$ cat config.mk
export PLATFORM = sky130hd
export DESIGN_NAME = hrm_smp_buf_25b
export DESIGN_NICKNAME = d
export VERILOG_FILES = /design/src/rtl/hrm_smp_buf_25b.sv
export SDC_FILE = /design/constraint.sdc
export NUM_CORES = 1
export LEC_CHECK = 0
export CAP_MARGIN = 20
export CORE_UTILIZATION = 36
export CTS_CLUSTER_DIAMETER = 120
export DETAILED_ROUTE_END_ITERATION = 8
export MAX_ROUTING_LAYER = met4
export SYNTH_ARGS = -nofsm -noshare
export SYNTH_HDL_FRONTEND = slang
export SYNTH_SLANG_ARGS = --single-unit
$ cat constraint.sdc
create_clock -name i_clk -period 6.7 [get_ports i_clk]
set_input_delay 0.67 -clock i_clk [delete_from_list [all_inputs] [get_ports i_clk]]
set_output_delay 0.67 -clock i_clk [all_outputs]
set_load 0.02 [all_outputs]
$ cat src/rtl/hrm_smp_buf_25b.sv
// Sample FIFO behind the 25-bit sin/cos harmonic generator; optional drop counter under HRM_SMP_BUF_OVF_CNT_EN.
// Latency: a sample captured on a tick edge is visible on o_data/o_valid right after that edge (show-ahead).
// Backpressure: i_ready=0 holds the head stable; ticks into a full buffer without a pop are dropped and flagged.
module hrm_smp_buf_25b #(
    parameter  int DEPTH  = 16,
    localparam int ADDR_W = $clog2(DEPTH)
) (
    input  logic             i_clk,
    input  logic             i_rst,
    input  logic             i_tick,
    input  logic [1:0][24:0] i_val,
    output logic             o_valid,
    input  logic             i_ready,
    output logic [1:0][24:0] o_data,
    output logic [ADDR_W:0]  o_cnt,
    output logic             o_full,
    output logic             o_empty,
    input  logic             i_clr_ovf,
    output logic             o_ovf
`ifdef HRM_SMP_BUF_OVF_CNT_EN
    ,
    output logic [15:0]      o_ovf_cnt
`endif
);

    typedef logic [1:0][24:0] smp_t;

    // Pointers carry one extra wrap bit so full and empty are distinguishable
    // without a separate occupancy register.
    localparam logic [ADDR_W:0] PTR_ONE  = (ADDR_W + 1)'(1);
    localparam logic [ADDR_W:0] FULL_XOR = {1'b1, {ADDR_W{1'b0}}};

    logic [ADDR_W:0] wr_ptr_q, wr_ptr_d;
    logic [ADDR_W:0] rd_ptr_q, rd_ptr_d;
    logic            ovf_q, ovf_d;
    smp_t            mem_q [DEPTH];

    logic full;
    logic empty;
    logic push;
    logic pop;
    logic ovf_evt;

    // Status and handshake decode, all from the registered pointers.
    always_comb begin
        full    = (wr_ptr_q ^ rd_ptr_q) == FULL_XOR;
        empty   = (wr_ptr_q == rd_ptr_q);
        pop     = !empty && i_ready;
        // A pop on the same edge frees a slot, so a full buffer still accepts.
        push    = i_tick && (!full || pop);
        ovf_evt = i_tick && full && !pop;
    end

    // Next-state for pointers and the sticky overflow flag; a new drop beats a clear.
    always_comb begin
        wr_ptr_d = wr_ptr_q;
        rd_ptr_d = rd_ptr_q;
        ovf_d    = ovf_q;
        if (push) begin
            wr_ptr_d = wr_ptr_q + PTR_ONE;
        end
        if (pop) begin
            rd_ptr_d = rd_ptr_q + PTR_ONE;
        end
        if (ovf_evt) begin
            ovf_d = 1'b1;
        end else if (i_clr_ovf) begin
            ovf_d = 1'b0;
        end
    end

    // Control state register.
    always_ff @(posedge i_clk or posedge i_rst) begin
        if (i_rst) begin
            wr_ptr_q <= '0;
            rd_ptr_q <= '0;
            ovf_q    <= 1'b0;
        end else begin
            wr_ptr_q <= wr_ptr_d;
            rd_ptr_q <= rd_ptr_d;
            ovf_q    <= ovf_d;
        end
    end

    // Sample storage; contents need no reset since empty pointers mask them.
    always_ff @(posedge i_clk) begin
        if (push) begin
            mem_q[wr_ptr_q[ADDR_W-1:0]] <= i_val;
        end
    end

    assign o_data  = mem_q[rd_ptr_q[ADDR_W-1:0]];
    assign o_valid = !empty;
    assign o_empty = empty;
    assign o_full  = full;
    assign o_cnt   = wr_ptr_q - rd_ptr_q;
    assign o_ovf   = ovf_q;

`ifdef HRM_SMP_BUF_OVF_CNT_EN
    logic [15:0] ovf_cnt_q, ovf_cnt_d;

    // Saturating drop counter; a drop coinciding with a clear restarts the count at 1.
    always_comb begin
        ovf_cnt_d = ovf_cnt_q;
        if (ovf_evt) begin
            if (i_clr_ovf) begin
                ovf_cnt_d = 16'd1;
            end else if (ovf_cnt_q != 16'hFFFF) begin
                ovf_cnt_d = ovf_cnt_q + 16'd1;
            end
        end else if (i_clr_ovf) begin
            ovf_cnt_d = 16'd0;
        end
    end

    // Drop counter register.
    always_ff @(posedge i_clk or posedge i_rst) begin
        if (i_rst) begin
            ovf_cnt_q <= 16'd0;
        end else begin
            ovf_cnt_q <= ovf_cnt_d;
        end
    end

    assign o_ovf_cnt = ovf_cnt_q;
`endif

endmodule

==> Word level (Yosys, flattened, before mapping) <==
Memory sizes are Yosys's and may differ from the RTL's.
Cells that the tools add are included.
{ "word_totals": {"out_inout_bits": 59, "n_memories": 1, "ff_bits": 11, "ram_bits": 800} }
{ "classes": {"addsub": 3, "reduce_logical": 9, "mux": 4, "n_bitwise": 1, "n_eq_ne": 2} }
{ "mem_list": {"columns": ["name", "depth", "word_bits", "rd", "rd_ports_with_merged_regs", "write_ports", "line_no", "rtl"], "rows": [
  ["mem_q", 16, 50, 1, 0, 1, "36", "smp_t mem_q [DEPTH];"]
]} }
{ "op_table": {"columns": ["cell", "count"], "rows": [
  ["$add 5x1->5 const B", 2],
  ["$eq 5x5->1", 1],
  ["$eq 5x5->1 const B", 1],
  ["$sub 5x5->5", 1],
  ["$xor 5x5->5", 1],
  ["$logic_and 1x1->1", 4],
  ["$mux 1", 4],
  ["$logic_not 1->1", 3],
  ["$reduce_bool 2->1", 1],
  ["$logic_or 1x1->1", 1]
]} }

==> Logic depth before layout (Yosys ltp) <==
Gate-level depths: netlist of run 1.
{ "logic_depth": {"depth_word": 7, "ltp_mapped": 10, "mapped_depth_nobuf": 7} }

==> Least setup slack after synthesis of run 1 <==
No wires, ideal clock.
{ "synth_timing": {"kind": "register to register", "start": "register rd_ptr_q[1]", "end": "memory mem_q[3][0] (netlist name) (enable)", "n_path_buf": 4, "t_arrival_ns": 5.321, "setup_time_ns": 0.519, "setup_slack_ns": 0.859, "stages_incl_launch_ff": 11, "synth_period_minus_slack_ns": 5.841, "cell_sequence": "dfrtp_1 > buf_2 > buf_4 > clkbuf_1 > inv_1 > ha_1 > nand4_1 > o31a_1 > buf_2 > nand2_1 > nor3_1"} }
{ "synth_between": {"elab_chain_len": 7} }
{ "synth_lines": {"columns": ["element", "line_no", "rtl"], "rows": [
  ["from (decl)", "34", "logic [ADDR_W:0] rd_ptr_q, rd_ptr_d;"],
  ["from (signal assigned)", "80", "rd_ptr_q <= rd_ptr_d;"],
  ["$xor 5x5->5 or $eq 5x5->1 (tied branches)", "46, 47", null],
  ["$eq 5x5->1 or $logic_not 1->1 (tied branches)", "46, 48", null],
  ["$logic_not 1->1 or $logic_and 1x1->1 (tied branches)", "50, 48", null],
  ["$logic_or 1x1->1 (*)", "50", "push = i_tick && (!full || pop);"],
  ["$logic_and 1x1->1 (*)", "50", null],
  ["$mux 1 (*)", "87", "if (push) begin"],
  ["$mux 1 (implied by the code) (*)", "88", "mem_q[wr_ptr_q[ADDR_W-1:0]] <= i_val;"],
  ["to (decl)", "36", null]
]} }
Mark *: on every way between the ends. The rest lies on a longest branch, timed or not.

==> results of run 1 <==
## sequential cells by signal, indices dropped and copies added (netlist names)
register  count
o_ovf         1
rd_ptr_q      5
wr_ptr_q      5
mem_q       800
## worst max-delay path: stages, from the launching register on
cell	delay (ns)
sky130_fd_sc_hd__dfrtp_4	1.04
sky130_fd_sc_hd__buf_4	0.81
sky130_fd_sc_hd__mux2i_1	0.19
sky130_fd_sc_hd__a22oi_1	0.27
sky130_fd_sc_hd__mux2i_1	0.11
sky130_fd_sc_hd__o21ai_1	0.35
sky130_fd_sc_hd__clkdlybuf4s50_1	0.69
## cell families (layout without fill, tap and decap cells)
family,count (synthesis),in the layout
AOI/OAI and AO/OA,159,159
xor gates and xnor gates,12,12
adders and majority gates,10,10
buffers and inverters,94,322
DFF,811,811
muxes,300,300
other,0,6
and+or+nand+nor,37,37
## placed cells by master, fill, tap and decap left out, types with 3 or more instances in the layout
| cell type | n |
|---|---|
| sky130_fd_sc_hd__a22oi_1 | 50 |
| sky130_fd_sc_hd__a32oi_1 | 50 |
| sky130_fd_sc_hd__buf_12 | 4 |
| sky130_fd_sc_hd__buf_4 | 39 |
| sky130_fd_sc_hd__bufinv_16 | 6 |
| sky130_fd_sc_hd__clkbuf_1 | 19 |
| sky130_fd_sc_hd__clkbuf_16 | 83 |
| sky130_fd_sc_hd__clkdlybuf4s50_1 | 113 |
| sky130_fd_sc_hd__clkinv_1 | 18 |
| sky130_fd_sc_hd__clkinv_2 | 14 |
| sky130_fd_sc_hd__clkinv_8 | 4 |
| sky130_fd_sc_hd__clkinvlp_4 | 3 |
| sky130_fd_sc_hd__dfrtp_1 | 8 |
| sky130_fd_sc_hd__diode_2 | 6 |
| sky130_fd_sc_hd__edfxtp_1 | 800 |
| sky130_fd_sc_hd__ha_1 | 9 |
| sky130_fd_sc_hd__inv_1 | 10 |
| sky130_fd_sc_hd__mux2i_1 | 150 |
| sky130_fd_sc_hd__mux4_2 | 150 |
| sky130_fd_sc_hd__nand2_1 | 9 |
| sky130_fd_sc_hd__nand4_1 | 4 |
| sky130_fd_sc_hd__nor2_4 | 12 |
| sky130_fd_sc_hd__nor3_2 | 4 |
| sky130_fd_sc_hd__o21ai_0 | 3 |
| sky130_fd_sc_hd__o21ai_1 | 50 |
| sky130_fd_sc_hd__xnor2_1 | 11 |
## report_power, final
part | total [mW] | internal, mW | switching (mW)
sequential | 6.36 | 6.11 | 0.245
clock | 4.38 | 2.52 | 1.86
combinational | 5.44 | 2.30 | 3.14
total | 16.2 | 10.9 | 5.25
## per-stage QoR
step	utilization [%]	power (mW)	setup slack (ns)	area (um^2)	instances
6_report	42.7	16.2	1.79	36500	2801
5_1_grt	42.7	16.9	1.62	36500	2801
4_1_cts	42.7	16.4	1.71	36400	2794
3_5_place_dp	39.6	12.0	2.40	33900	2643
3_3_place_gp	39.6	12.0	2.31	33800	2640
2_1_floorplan	-	9.84	0.859	31200	1423
## per-layer routing
metal / vias up / track usage [%] / share of wire (%)
met5: - / - / 0
met4: 0 / 4.79 / 1.9
met3: 94 / 3.24 / 6.3
met2: 461 / 28.6 / 51
met1: 7921 / 22.0 / 41
li1: 6375 / - / -
## path summary, 6_finish.rpt
path / startpoint / end / slack, ns / cells after the start
min in group i_clk: wr_ptr_q[4] / wr_ptr_q[4] / 0.49 / 1
min: i_rst / o_ovf / 0.35 / 2
max in group asynchronous: i_rst / rd_ptr_q[3] / 5.99 / 2
max reg2reg: rd_ptr_q[1] / mem_q[6][11] / 2.62 / 7
max: rd_ptr_q[1] / o_data[14] / 1.79 / 6
min reg2reg: wr_ptr_q[4] / wr_ptr_q[4] / 0.49 / 1
## final cells by class
cell class | instances | share of cell area (%)
clock inverter | 49 | 1.21
sequential | 811 | 66.7
multi-input combinational | 518 | 17.9
timing repair buffer | 158 | 4.23
inverter | 13 | 0.141
antenna | 6 | 0.0412
clock buffer | 102 | 5.89
tap | 1144 | 3.93
==> results.txt, run 1 <==
The multiplexer share of the synthesized area came out at 15.6%. Summing all multi-input logic gate instances after layout gives 0.00653 mm^2. The area share of and/or/nand/nor cells after synthesis came out at less than 1%. The total overflow left after global routing is 0. The portion of synthesized cell area occupied by the leading cell type is 77.0%.

The hold violation count in the final report was 0. By count the netlist is led by sky130_fd_sc_hd__edfxtp_1, sky130_fd_sc_hd__mux2i_1, sky130_fd_sc_hd__mux4_2. The number of distinct standard cells referenced by the synthesized netlist came out at 33. The summed instance area of the synthesized netlist is a little over 0.03 mm^2. The worst endpoint required time came out at 6.03 ns. The count of input and output buffers came out at roughly 110.

In the final routed layout, each cell accounts on average for between 20 and 30 um. The arithmetic-cell share of the synthesized area counting full adders, half adders and majority gates came out at less than 1%. The buffer depth of the longest clock path came out at 3. The leading cell type by number of instances after synthesis is sky130_fd_sc_hd__edfxtp_1.

Final hold analysis gives a worst-case slack of roughly 0.35 ns. The width of the die is 296 um. The routed wire length is roughly 73,000 um. The reported leakage power came out at 11.5 nW. The post-synthesis xor/xnor area fraction is 0.337%. The max-cap check violation count is 0. After layout, the minimum clock period comes to 4.91 ns.

The highest clock frequency the design can meet came out at 203 MHz. The count of unresolved DRC violations after routing is 0. For this run, the number of Yosys warnings is 0.

Global routing consumed, over all layers together, 17.4% of the routing resources. TritonCTS built the clock tree. At the end of routability-driven placement, the weighted congestion stood at 0.719. The die covers approximately 0.088 mm^2. The count of hold buffers inserted by post-cts repair is 0. The critical path data arrival time came out at between 4 and 5 ns.

After clock tree synthesis, the repair step resized 0 gates. The sum of negative setup slack came out at 0 ns. The fraction of registers with async set or reset after synthesis is 1.36%. The number of placed I/O pins is about 110. The number of nets at the end of the flow came out at 1,649.

Counting every instance in the synthesized netlist gives 1,423. The total power divided by cell area came out at 444 mW/mm^2. The global-route wire length before repair came out at 106,000 um. For this configuration, the core starts out at a cell density of 36.5%.

The number of setup buffers added after CTS is 0. The number of antenna violations at the first check in global routing is 7. The clock skew after layout came out at 0.0262 ns. The classification of the worst setup path is reg2out. The number of global-route vias before repair came to 15,700. VDD sags by at most 0.283 mV.

The via-per-instance ratio is 5.30. The type of the most critical hold path is in2async. The total core area came out at 0.0854 mm^2. Setup repair after global routing left no endpoint under its margin.

The pin count of the biggest net entering global routing is 91. The average instance area after synthesis came out at between 20 and 25 um^2. The sequential cell area is 0.0243 mm^2. The placed wire-length estimate came out at 38,100 um. Along the worst path, the maximum fanout reaches 56. By area the synthesized netlist is led by sky130_fd_sc_hd__edfxtp_1, sky130_fd_sc_hd__mux4_2, sky130_fd_sc_hd__mux2i_1.

The clock tree synthesis step divided the H-tree into 3 levels. The clock buffer count from CTS came out at 82. Summed over all instances, the cell type with the most area after synthesis is sky130_fd_sc_hd__edfxtp_1. For this run, the leading register cell type out of synthesis is sky130_fd_sc_hd__edfxtp_1. CTS placed an instance of sky130_fd_sc_hd__clkbuf_16 at the clock tree root. The layout filler cell count came out at 7,401. Synthesis inferred 811 register bits. At the pin with the least slew margin, the transition time is 1.11 ns.

The CTS clock-pin slew for the worst setup and hold paths is 0.06 ns. In the finished design, the share of the clock period the worst path needs comes to roughly three quarters. Measured against its own limit, the worst slew margin works out to 26.0%. The number of nets still failing antenna checks after routing came out at 0. Cells with a size suffix above 1 make up 20.2% of the layout.

CTS saw 811 sinks. The initial DRC count is 1,314. STA classifies the critical path endpoint as an output port.

The run finished with clean final reports. The kind of start point of the critical path is a flip-flop. The final count of negative-setup-slack endpoints came out at 0. The final max-slew violation count is 0. The number of enable flip-flop cells after synthesis came out at 800. After synthesis, the largest family of logic cells by area is multiplexers.

The clock latency on the worst-skew pair came out at around 0.63 ns. The post-synth net total is 1,488. The die is approximately 300 um tall. Relative to the synthesized area, the layout overhead comes to 16.9%. The pre-antenna-repair detailed-routing pass consisted of 5 iterations. The complex-gate fraction of the synthesized area is 3.59%. The site row count is 107. The part of the Yosys area used for sequential elements is 77.9%.

The number of vias in the routed layout is 14,900.
No activity file was read; power rests on OpenSTA's default activity.
==> run 2: changes to the inputs <==
Clock period 6.7 ns to 4.8 ns, I/O delays scaled along.
==> results.txt, run 2 (synthesis results as in run 1) <==
For this design, the sink count on the clock tree is 811. The most critical setup path has its startpoint at rd_ptr_q[1]. The share of layout cells above drive strength 1 came out at between 20% and 30%. The count of unresolved DRC violations after routing is 0. The number of nets still failing antenna checks after routing came out at 0. The worst endpoint required time came out at 4.32 ns. The number of global-route vias before repair came out at roughly 16,000. The number of placed I/O pins is 114.

The clock latency on the worst-skew pair is 0.63 ns. The worst setup path is of the reg2out kind. The placed wire-length estimate is roughly 38,000 um. The final weighted congestion in routability-driven placement is 0.760.

The count of cells resized by post-cts repair is 0. The pre-CTS setup slack came out at 1.26 ns. CTS placed an instance of sky130_fd_sc_hd__clkbuf_16 at the clock tree root. The instance count on the critical path is 6. The final design area excluding fillers came out at approximately 0.037 mm^2. In this run the horizontal extent of the chip is 296 um. The max-cap check violation count is 0.

The final layout contains routed wiring with a total length of 72,200 um. The cell that appears most often on the critical path is sky130_fd_sc_hd__mux2i_1. The number of nets at the end of the flow is 1,649. The number of cells in the finished layout apart from fillers came out at 2,799. The all-layer global routing usage is 17.2%. The reg-to-reg startpoint is rd_ptr_q[3].

Static timing analysis puts the maximum clock frequency at 245 MHz. Clock tree synthesis inserted a total of 83 buffers. Counting along the longest clock path gives a buffer depth of 3. The critical path data arrival time is 3.60 ns.

The floorplan step defined a die boundary enclosing 0.0878 mm^2. The clock tree from TritonCTS is done. The count of hold buffers inserted by post-cts repair is 0. The kind of end point of the critical path is an output port. The overall die height is approximately 300 um.

The run finished with clean final reports. The number of cells in the design after placement is 2,643. The site row count is 107.

Input and output buffers added on the ports amount to 113. Of the total power, the clock network draws between 20% and 30%. The most frequent standard cell in the layout excluding fill and tap cells is sky130_fd_sc_hd__edfxtp_1. The reported leakage power came out at roughly 12 nW. In this run the worst hold path is classified as in2async. Entering global routing, the biggest net connects 87 pins. The logic depth of the worst register-to-register path came out at 7. The total core area is 0.0854 mm^2. The power after layout came out at 22.8 mW. After detailed routing, the number of vias per cell comes to 5.33.

The flip-flop count of the largest register, all copies and words added is 800. The first detailed-routing pass ran for 5 iterations. The maximum resistive drop on vdd is 0.517 mV. The slowest stage of the critical path belongs to the cell sky130_fd_sc_hd__dfrtp_4.

The register share of total power is 38.6%. For this block, the via count after detailed routing is 14,900. Counting both buffers and inverters, the worst setup path holds a total of 2. The CTS clock-pin slew for the worst setup and hold paths is roughly 0.060 ns. The initial cell density of the core is between 30% and 40%. The clock skew after layout came out at 0.0298 ns.

The cell internal power dissipation is about 15 mW. Broken down by cell family, the worst path's largest delay share belongs to buffers and inverters. In this design, the stage delay of the slowest critical-path cell is 0.76 ns. The hold violation count in the final report came out at 0. The share of the core filled with cells came out at 42.9%. The final routed wire length divided by cell count is roughly 26 um. The worst setup path is launched from a flip-flop. Across all setup checks in the final design, the least slack found is roughly 0.7 ns. The sum of negative setup slack is 0 ns. The global-route wire length before repair is 106,000 um. The final cycle utilization of the critical path came out at 85.0%. The post-placement cell area came out at between 0.03 and 0.04 mm^2.

The layout overhead on the synthesized area is 17.4%. Leaving out fill and tap cells, the most frequent cells in the layout are sky130_fd_sc_hd__edfxtp_1, sky130_fd_sc_hd__mux2i_1, sky130_fd_sc_hd__mux4_2. In this run the number of H-tree levels came out at 3. The clock period minus final worst setup slack is between 4 and 5 ns. The final-layout worst hold slack is 0.160 ns. The power dissipated by switching net loads came out at ~7.3 mW. Once the clock tree was built, the setup fixing pass inserted 0 buffers. The final max-slew violation count is 0. At the pin with the least slew margin, the transition time is 0.980 ns. The final count of negative-setup-slack endpoints is 0. The number of antenna violations at the first check in global routing came to 6.

The switching portion of total power came out at 32.2%. Dividing total power by cell area gives a power density of 622 mW/mm^2. The relative max-transition margin came out at 34.7%. Setup repair after global routing left no endpoint under its margin.

The critical path goes through buf_12 -> mux2i_1 -> a22oi_1 -> mux2i_1 -> o21ai_1 -> clkdlybuf4s50_1. The relative contribution of combinational cells to total power came out at 34.0%. For this block, the initial DRC count from the detailed router was 1,338. The highest fanout seen on the critical path is 79. Global routing finished with a remaining overflow of 0.
==> run 2: cell types whose count changed in the layout (fill, tap and decap cells not counted), moves of 4 or more <==
cell / before / now
sky130_fd_sc_hd__buf_12: 4 / 14
sky130_fd_sc_hd__buf_4: 39 / 30
sky130_fd_sc_hd__clkinv_1: 18 / 13
sky130_fd_sc_hd__clkbuf_1: 19 / 23
sky130_fd_sc_hd__clkbuf_16: 83 / 87
sky130_fd_sc_hd__clkinv_8: 4 / 0
sky130_fd_sc_hd__nor3_2: 4 / 0
sky130_fd_sc_hd__nor3_4: 0 / 4
==> run 2: area by class of cell <==
| cell class | count | area (um^2) |
|---|---|---|
| diodes | 6 | 15.0 |
| inverters | 13 | 50.0 |
| well taps | 1144 | 1430 |
| multi-input cells | 518 | 6560 |
| clock buffers | 111 | 2280 |
| clock inverters | 39 | 349 |
| fillers | 7421 | 48800 |
| flip-flops and latches | 811 | 24300 |
| repair buffers | 157 | 1640 |
==> run 2: per-layer routing <==
layer  track usage, %  routed length [um]
met1             22.2               30400
met2             28.2               36400
met3             3.12                4270
met4             4.19                1170
met5                -                   0
==> run 2: worst paths after layout <==
kind                       slack (ns)      endpoint
max                              0.72    o_data[39]
min                              0.16   wr_ptr_q[1]
max reg2reg                      1.31  mem_q[0][19]
min reg2reg                      0.49   rd_ptr_q[4]
max in group asynchronous        4.28   rd_ptr_q[1]
min in group i_clk               0.45         o_ovf
==> run 2: power by group through the flow <==
stage	Combinational [mW]	Clock, mW	Sequential (mW)
floorplan	4.91	0	8.82
global placement	7.87	0	8.92
detailed placement	7.90	0	8.95
CTS	7.93	6.37	8.81
global route	8.26	6.63	8.86
finish	7.75	6.24	8.80
==> run 2: worst reg2reg max path, stage by stage, from the launching register on <==
cell	delay, ns
sky130_fd_sc_hd__dfrtp_2	0.40
sky130_fd_sc_hd__clkinv_2	0.41
sky130_fd_sc_hd__ha_1	0.54
sky130_fd_sc_hd__nand4_1	0.13
sky130_fd_sc_hd__o31a_1	0.33
sky130_fd_sc_hd__nand2_1	0.32
sky130_fd_sc_hd__nor3_4	0.65
sky130_fd_sc_hd__buf_12	0.32
